===== src/rtl/ring_slot_arbiter.sv =====
// Per-node ring slot scheduler: local delivery, pass-through forwarding,
// outbound injection with a one-entry swap buffer and anti-starvation.
module ring_slot_arbiter #(
    parameter int NODE_ID      = 0,
    parameter int ID_WIDTH     = 2,
    parameter int PACKET_WIDTH = 64,
    parameter int STARVE_LIMIT = 4
) (
    input  logic                    clock,
    input  logic                    reset_n,
    input  logic                    ring_enable,
    input  logic                    ring_in_valid,
    input  logic [PACKET_WIDTH-1:0] ring_in_packet,
    output logic                    ring_out_valid,
    output logic [PACKET_WIDTH-1:0] ring_out_packet,
    input  logic                    inbound_full,
    output logic                    inbound_put,
    output logic [PACKET_WIDTH-1:0] inbound_data,
    input  logic                    outbound_empty,
    input  logic [PACKET_WIDTH-1:0] outbound_data,
    output logic                    outbound_get,
    output logic                    recirc,
    output logic                    hold_active
);

    typedef enum logic {
        NORMAL,
        HOLD
    } state_t;

    localparam logic [ID_WIDTH-1:0] MY_ID = ID_WIDTH'(NODE_ID);
    localparam logic [3:0]          LIMIT = 4'(STARVE_LIMIT);

    state_t                  state_q, state_d;
    logic [PACKET_WIDTH-1:0] hold_q, hold_d;
    logic [PACKET_WIDTH-1:0] out_q, out_d;
    logic                    out_valid_q, out_valid_d;
    logic [3:0]              starve_q, starve_d;

    logic active;
    logic local_hit;
    logic deliver;
    logic free_slot;
    logic has_out;

    assign active    = reset_n && ring_enable;
    assign local_hit = ring_in_valid
                    && (ring_in_packet[ID_WIDTH-1:0] == MY_ID);
    assign deliver   = local_hit && !inbound_full;
    assign free_slot = !ring_in_valid || deliver;
    assign has_out   = !outbound_empty;

    assign inbound_put     = active && deliver;
    assign recirc          = active && local_hit && inbound_full;
    assign inbound_data    = ring_in_packet;
    assign hold_active     = (state_q == HOLD);
    assign ring_out_valid  = out_valid_q;
    assign ring_out_packet = out_q;

    always_comb begin
        state_d      = state_q;
        hold_d       = hold_q;
        out_d        = out_q;
        out_valid_d  = out_valid_q;
        starve_d     = starve_q;
        outbound_get = 1'b0;
        if (active) begin
            unique case (state_q)
                NORMAL: begin
                    starve_d = '0;
                    if (free_slot) begin
                        out_valid_d = has_out;
                        if (has_out) begin
                            out_d        = outbound_data;
                            outbound_get = 1'b1;
                        end
                    end else if (!has_out) begin
                        out_d       = ring_in_packet;
                        out_valid_d = 1'b1;
                    end else if (starve_q < LIMIT) begin
                        out_d       = ring_in_packet;
                        out_valid_d = 1'b1;
                        starve_d    = starve_q + 4'd1;
                    end else begin
                        // Starved too long: inject and park the transit slot
                        out_d        = outbound_data;
                        out_valid_d  = 1'b1;
                        outbound_get = 1'b1;
                        hold_d       = ring_in_packet;
                        state_d      = HOLD;
                    end
                end
                HOLD: begin
                    out_d       = hold_q;
                    out_valid_d = 1'b1;
                    if (free_slot) begin
                        state_d = NORMAL;
                    end else begin
                        hold_d = ring_in_packet;
                    end
                    if (!has_out) begin
                        starve_d = '0;
                    end else if (starve_q < LIMIT) begin
                        starve_d = starve_q + 4'd1;
                    end else begin
                        starve_d = LIMIT;
                    end
                end
                default: begin
                    state_d = NORMAL;
                end
            endcase
        end
    end

    always_ff @(posedge clock or negedge reset_n) begin
        if (!reset_n) begin
            state_q     <= NORMAL;
            hold_q      <= '0;
            out_q       <= '0;
            out_valid_q <= 1'b0;
            starve_q    <= '0;
        end else begin
            state_q     <= state_d;
            hold_q      <= hold_d;
            out_q       <= out_d;
            out_valid_q <= out_valid_d;
            starve_q    <= starve_d;
        end
    end

endmodule


===== config.mk =====
export PLATFORM = sky130hd
export DESIGN_NAME = ring_slot_arbiter
export DESIGN_NICKNAME = d
export VERILOG_FILES = /design/src/rtl/ring_slot_arbiter.sv
export SDC_FILE = /design/constraint.sdc
export NUM_CORES = 1
export LEC_CHECK = 0
export ABC_CLOCK_PERIOD_IN_PS = 3520
export CORE_MARGIN = 2
export CORE_UTILIZATION = 25
export DETAILED_ROUTE_END_ITERATION = 16
export PLACE_DENSITY_LB_ADDON = 0.05
export SLEW_MARGIN = 20
export SYNTH_ARGS = -nofsm -noshare
export SYNTH_HDL_FRONTEND = slang
export SYNTH_SLANG_ARGS = --single-unit

===== constraint.sdc =====
create_clock -name clock -period 3.52 [get_ports clock]
set_input_delay 1.056 -clock clock [delete_from_list [all_inputs] [get_ports clock]]
set_output_delay 1.056 -clock clock [all_outputs]
set_load 0.05 [all_outputs]

==> metrics.txt, run 1 <==
RSZ-0062 raised after global routing no; clock skew 0.0114 ns; Post-Syn Nets 731; fill count 2773; Final Hold Fails 0; Core Box Area 28900 um^2; CTS Root Cell clkbuf_16; row cnt 62; Final Wtd Congestion 0.727; Routed Antenna Nets 0; Post-synth EDFFs 0; Post-Route WL 22.5 mm; hold buffer count at cts 0; first-pass GRT wire length 35.0 mm; Peak VDD IR 0.257 mV; sequential area share after synthesis 45.4%; Leak 5.16 nW; crit path time final 3.43 ns; clock tree buffer depth 2; Initial Util 25.6%; ys flop type dfrtp_1; Final Max Tran Viols 0; Worst Path Max Fanout 5; initial antenna violation count 0; PwrDens 541 nW/um^2; Via density 4.49; async set-reset flop share out of synthesis 100%; largest net degree at the start of global routing 72; slew margin rel. 43.2%; total power 6.05 mW; number of global-route vias before repair 5961; Clock Latency Late Sink 0.41 ns; global route overflow 0; CTS sink cnt 134; CTS tree yes; CTS clk-pin slew, worst paths 0.06 ns; die footprint 30900 um^2; FMAX 0.292 GHz; Gate Count Post-Synth 596; worst hold path type in -> async; slew at the pin closest to its max-slew limit 0.851 ns; CP required 2.46 ns; routed len/inst 18.9 um; Synth Area per Inst 12.4 um^2; period utilization 97.4%; die width 176 um; status finished, final reports clean; Place WS -0.121 ns; slack of the critical path 0.0925 ns; die height 176 um; Syn Std Cell Area 7380 um^2; Critical Path End Type output port; DR iter-0 viols 251; total CTS buffers 17; dpl hpwl 15.4 mm; Yosys cell types 34; port buffer count 266; via count 5350; Max Cap Viol 0; Yosys reg bits 134; setup violators final 0; H-tree Lvls 4; kind of critical path in -> out; area growth from synthesis to layout 51.4%; DRT Pass-1 Iters 4; share of layout cells above drive strength 1 31.5%; Ys Warns 0; fin nets 932; post-CTS setup buffers 0; critical path arrival 2.37 ns; # DRC 0; number of top-level pins 267; Ant. Diodes 0; startpoint types input pin; GRT Total Usage 14.8%
-- layout make-up --
class                   instances  area (um^2)  share of cell area (%)
repair buffers                287         3570                    32.0
inverters                       2         7.51                  0.0672
multi-input cells             355         3100                    27.8
well taps                     384          480                    4.30
clock inverters                12          230                    2.06
flip-flops and latches        134         3350                    30.0
clock buffers                  17          425                    3.81
-- worst paths after layout --
kind,from,end,slack [ns],cells after the start
max in group asynchronous,reset_n,hold_active$_DFFE_PN0P_,1.37,3
hold / removal,reset_n,hold_q[0]$_DFFE_PN0P_,0.41,1
setup / recovery,ring_in_valid,outbound_get,0.09,5
hold reg to reg,hold_q[40]$_DFFE_PN0P_,hold_q[40]$_DFFE_PN0P_,0.48,1
setup reg to reg,hold_active$_DFFE_PN0P_,ring_out_packet[63]$_DFFE_PN0P_,1.08,5
min in group clock,hold_q[40]$_DFFE_PN0P_,hold_q[40]$_DFFE_PN0P_,0.48,1
-- power by group --
part | internal (mW) | switching, mW | leakage (nW) | total, mW
combinational | 0.822 | 1.19 | 3.11 | 2.01
sequential | 1.85 | 0.177 | 1.73 | 2.02
clock | 1.32 | 0.694 | 0.311 | 2.02
total | 3.99 | 2.06 | 5.16 | 6.05
-- cell families after synthesis --
kind of cell / count (synthesis) / synth area share [%]
AO/OA/AOI/OAI: 144 / 16.3
flip-flops: 134 / 45.4
buffers and inverters: 107 / 13.0
multiplexers: 127 / 18.3
AND/OR/NAND/NOR: 83 / 6.78
adder cells (fa/ha/maj): 1 / 0.169
-- state kept, by name, indices dropped and copies added (netlist names) --
signal / count
hold_active: 1
ring_out_packet: 64
hold_q: 64
ring_out_valid: 1
starve_q: 4
-- stage by stage --
step / instance area (um^2) / instances / TNS, ns / utilization, % / hold WS [ns]
final: 11200 / 1191 / 0 / 38.7 / 0.412
after CTS: 11200 / 1191 / 0 / 38.7 / 0.392
after floorplan: 7390 / 596 / -0.123 / - / 0.454
after global placement: 10500 / 1162 / -0.0919 / 36.4 / 0.465
after detailed placement: 10500 / 1162 / -0.121 / 36.4 / 0.474
after global routing: 11200 / 1191 / 0 / 38.7 / 0.388
-- worst max-delay path, stage by stage --
cell             delay (ns)
clkdlybuf4s50_1        0.49
o31a_4                 0.17
a2111oi_4              0.35
buf_4                  0.18
buf_12                 0.13
-- synthesized netlist by cell type (all sizes together) (2+ instances only) --
master / n / area, um^2
dfrtp: 134 / 3350
buf: 91 / 901
o21ai: 72 / 597
a21oi: 64 / 508
mux2: 64 / 721
and3: 63 / 394
mux2i: 63 / 631
clkbuf: 14 / 52.6
nand2: 11 / 57.6
nor2: 3 / 11.3
and2: 2 / 13.8
inv: 2 / 7.51
nor3: 2 / 10.0
o31a: 2 / 35.0
-- cell usage in the layout (no fill, tap or decap), types with 2 or more instances in the layout --
| cell | n |
|---|---|
| o21ai_4 | 2 |
| nor2_1 | 3 |
| nand2_1 | 10 |
| and3_1 | 63 |
| buf_6 | 2 |
| dfrtp_1 | 133 |
| clkbuf_16 | 17 |
| clkdlybuf4s50_1 | 195 |
| clkinvlp_4 | 2 |
| nor3_1 | 2 |
| mux2i_1 | 63 |
| buf_12 | 73 |
| a21oi_2 | 50 |
| buf_4 | 14 |
| o21ai_1 | 2 |
| inv_1 | 2 |
| bufinv_16 | 6 |
| o21ai_0 | 8 |
| o21ai_2 | 60 |
| mux2_1 | 49 |
| dlygate4sd2_1 | 2 |
| a21oi_1 | 14 |
| clkinv_4 | 4 |
| mux2_2 | 15 |
| o31a_4 | 2 |
-- routing by layer --
metal  part of all wire [%]  GRT usage [%]  vias to the layer above
li1                       -              -                     2484
met1                     43           18.0                     2687
met2                     50           25.6                      163
met3                    6.6           4.13                       16
met4                    1.1           3.86                        0
met5                      0              0                        -
-- timing repair --
action | in CTS | in global routing
pin swaps | 2 | 1
setup endpoints to repair | 1 | 1
resized for setup | 3 | 1
(Power assumes the default switching activity.)
==> run 2: changes to the inputs <==
--- a/config.mk
+++ b/config.mk
@@ -6,6 +6,7 @@
 export NUM_CORES = 1
 export LEC_CHECK = 0
 export ABC_CLOCK_PERIOD_IN_PS = 3520
+export CORE_ASPECT_RATIO = 1.75
 export CORE_MARGIN = 2
 export CORE_UTILIZATION = 25
 export DETAILED_ROUTE_END_ITERATION = 16
==> run 2 against run 1 <==
Sequential power is essentially flat. Via count grew 0.34%. Wire length grew 5.4%.
==> metrics.txt, run 2 (synthesized netlist as in run 1, its figures left out) <==
status finished, final reports clean; Max Cap Viol 0; fill count 2827; largest net degree at the start of global routing 128; CTS clk-pin slew, worst paths 0.06 ns; worst hold path type in -> async; post-CTS setup buffers 0; CTS tree yes; die footprint 31000 um^2; Design Area, Final 11200 um^2; Final Wtd Congestion 0.722; slack of the critical path 0.0249 ns; Critical Path End Type output port; Core Box Area 29200 um^2; DR iter-0 viols 206; Final Hold Fails 0; # DRC 0; CP Buf/Inv Count 3; slowest cell on the critical path clkdlybuf4s50_1; CTS sink cnt 134; via count 5368; area growth from synthesis to layout 52.1%; crit-path leading delay family buffers and inverters; total CTS buffers 17; share of layout cells above drive strength 1 31.5%; number of top-level pins 267; GRT Total Usage 15.7%; PwrDens 548 nW/um^2; clock skew 0.00594 ns; Post-Route WL 23.7 mm; DRT Pass-1 Iters 4; Final Max Tran Viols 0; CP peak stage delay 0.45 ns; number of global-route vias before repair 6068; FMAX 0.286 GHz; Worst Path Max Fanout 2; initial antenna violation count 1; global route overflow 0; period utilization 99.3%; row cnt 83; Clock Latency Late Sink 0.44 ns; leading cell type in the layout, fill and taps excluded clkdlybuf4s50_1; first-pass GRT wire length 36.3 mm; slew at the pin closest to its max-slew limit 0.805 ns; commonest cells after routing, fill and taps aside clkdlybuf4s50_1 (196), dfrtp_1 (133), buf_12 (76), and3_1 (63), mux2i_1 (63); Leak 5.18 nW; CP required 2.46 ns; Initial Util 25.3%; Place WS -0.111 ns; die width 134 um; crit path time final 3.50 ns; Via density 4.50; CTS Root Cell clkbuf_16; clock tree buffer depth 2; kind of critical path in -> out; routed len/inst 19.9 um; die height 231 um; hold slack final 0.427 ns; startpoint types input pin; RSZ-0062 raised after global routing no; Cell Area, Placed 10500 um^2; dpl hpwl 16.3 mm; setup violators final 0; critical path, cell by cell clkdlybuf4s50_1 > o31a_4 > a2111oi_4 > buf_4 > buf_12; Routed Antenna Nets 0; fin nets 931; post-layout util 38.5%; Peak VDD IR 0.374 mV; slew margin rel. 46.3%; port buffer count 266; critical path arrival 2.44 ns; H-tree Lvls 4
-- run 2: through the flow --
step / power, mW / setup TNS (ns) / instances
after floorplan: 3.29 / -0.123 / 596
after global placement: 4.08 / -0.156 / 1159
after detailed placement: 4.11 / -0.111 / 1159
after CTS: 6.26 / 0 / 1191
after global routing: 6.42 / 0 / 1192
final: 6.15 / 0 / 1192
-- run 2: layout make-up --
type                       instances  area, um^2  area share (%)
inverter                           2        7.51          0.0669
clock inverter                    14         254            2.26
sequential                       134        3350            29.9
clock buffer                      18         429            3.82
multi-input combinational        355        3100            27.7
timing repair buffer             286        3590            32.0
tap                              382         478            4.26
antenna                            1        2.50          0.0223
-- run 2: path summary, 6_finish.rpt --
check                                   startpoint                         endpoint  slack [ns]  depth (start not counted)
max                              ring_in_packet[0]                     outbound_get        0.02                          5
min                                        reset_n           hold_q[60]$_DFFE_PN0P_        0.43                          1
max reg2reg                hold_active$_DFFE_PN0P_  ring_out_packet[12]$_DFFE_PN0P_        1.37                          5
min reg2reg                 hold_q[14]$_DFFE_PN0P_           hold_q[14]$_DFFE_PN0P_        0.48                          1
max in group asynchronous                  reset_n          hold_active$_DFFE_PN0P_        2.16                          2
min in group clock          hold_q[14]$_DFFE_PN0P_           hold_q[14]$_DFFE_PN0P_        0.48                          1
-- run 2: report_power, final --
group	switching (mW)	internal (mW)	leakage, nW	total (mW)
Combinational	1.20	0.827	3.11	2.03
Clock	0.703	1.39	0.330	2.10
Sequential	0.178	1.85	1.73	2.02
-- run 2: per-layer routing --
layer	GRT usage, %	routed length [um]	share of wire (%)
met5	0	0	0
met4	6.12	479	2.0
met3	4.35	1350	5.7
met2	30.4	13400	56
met1	15.6	8490	36
-- run 2: repair_timing --
action | CTS | global route
resized for setup | 3 | 0
endpoints found under the setup margin | 1 | 0
hold buffers | 0 | 0
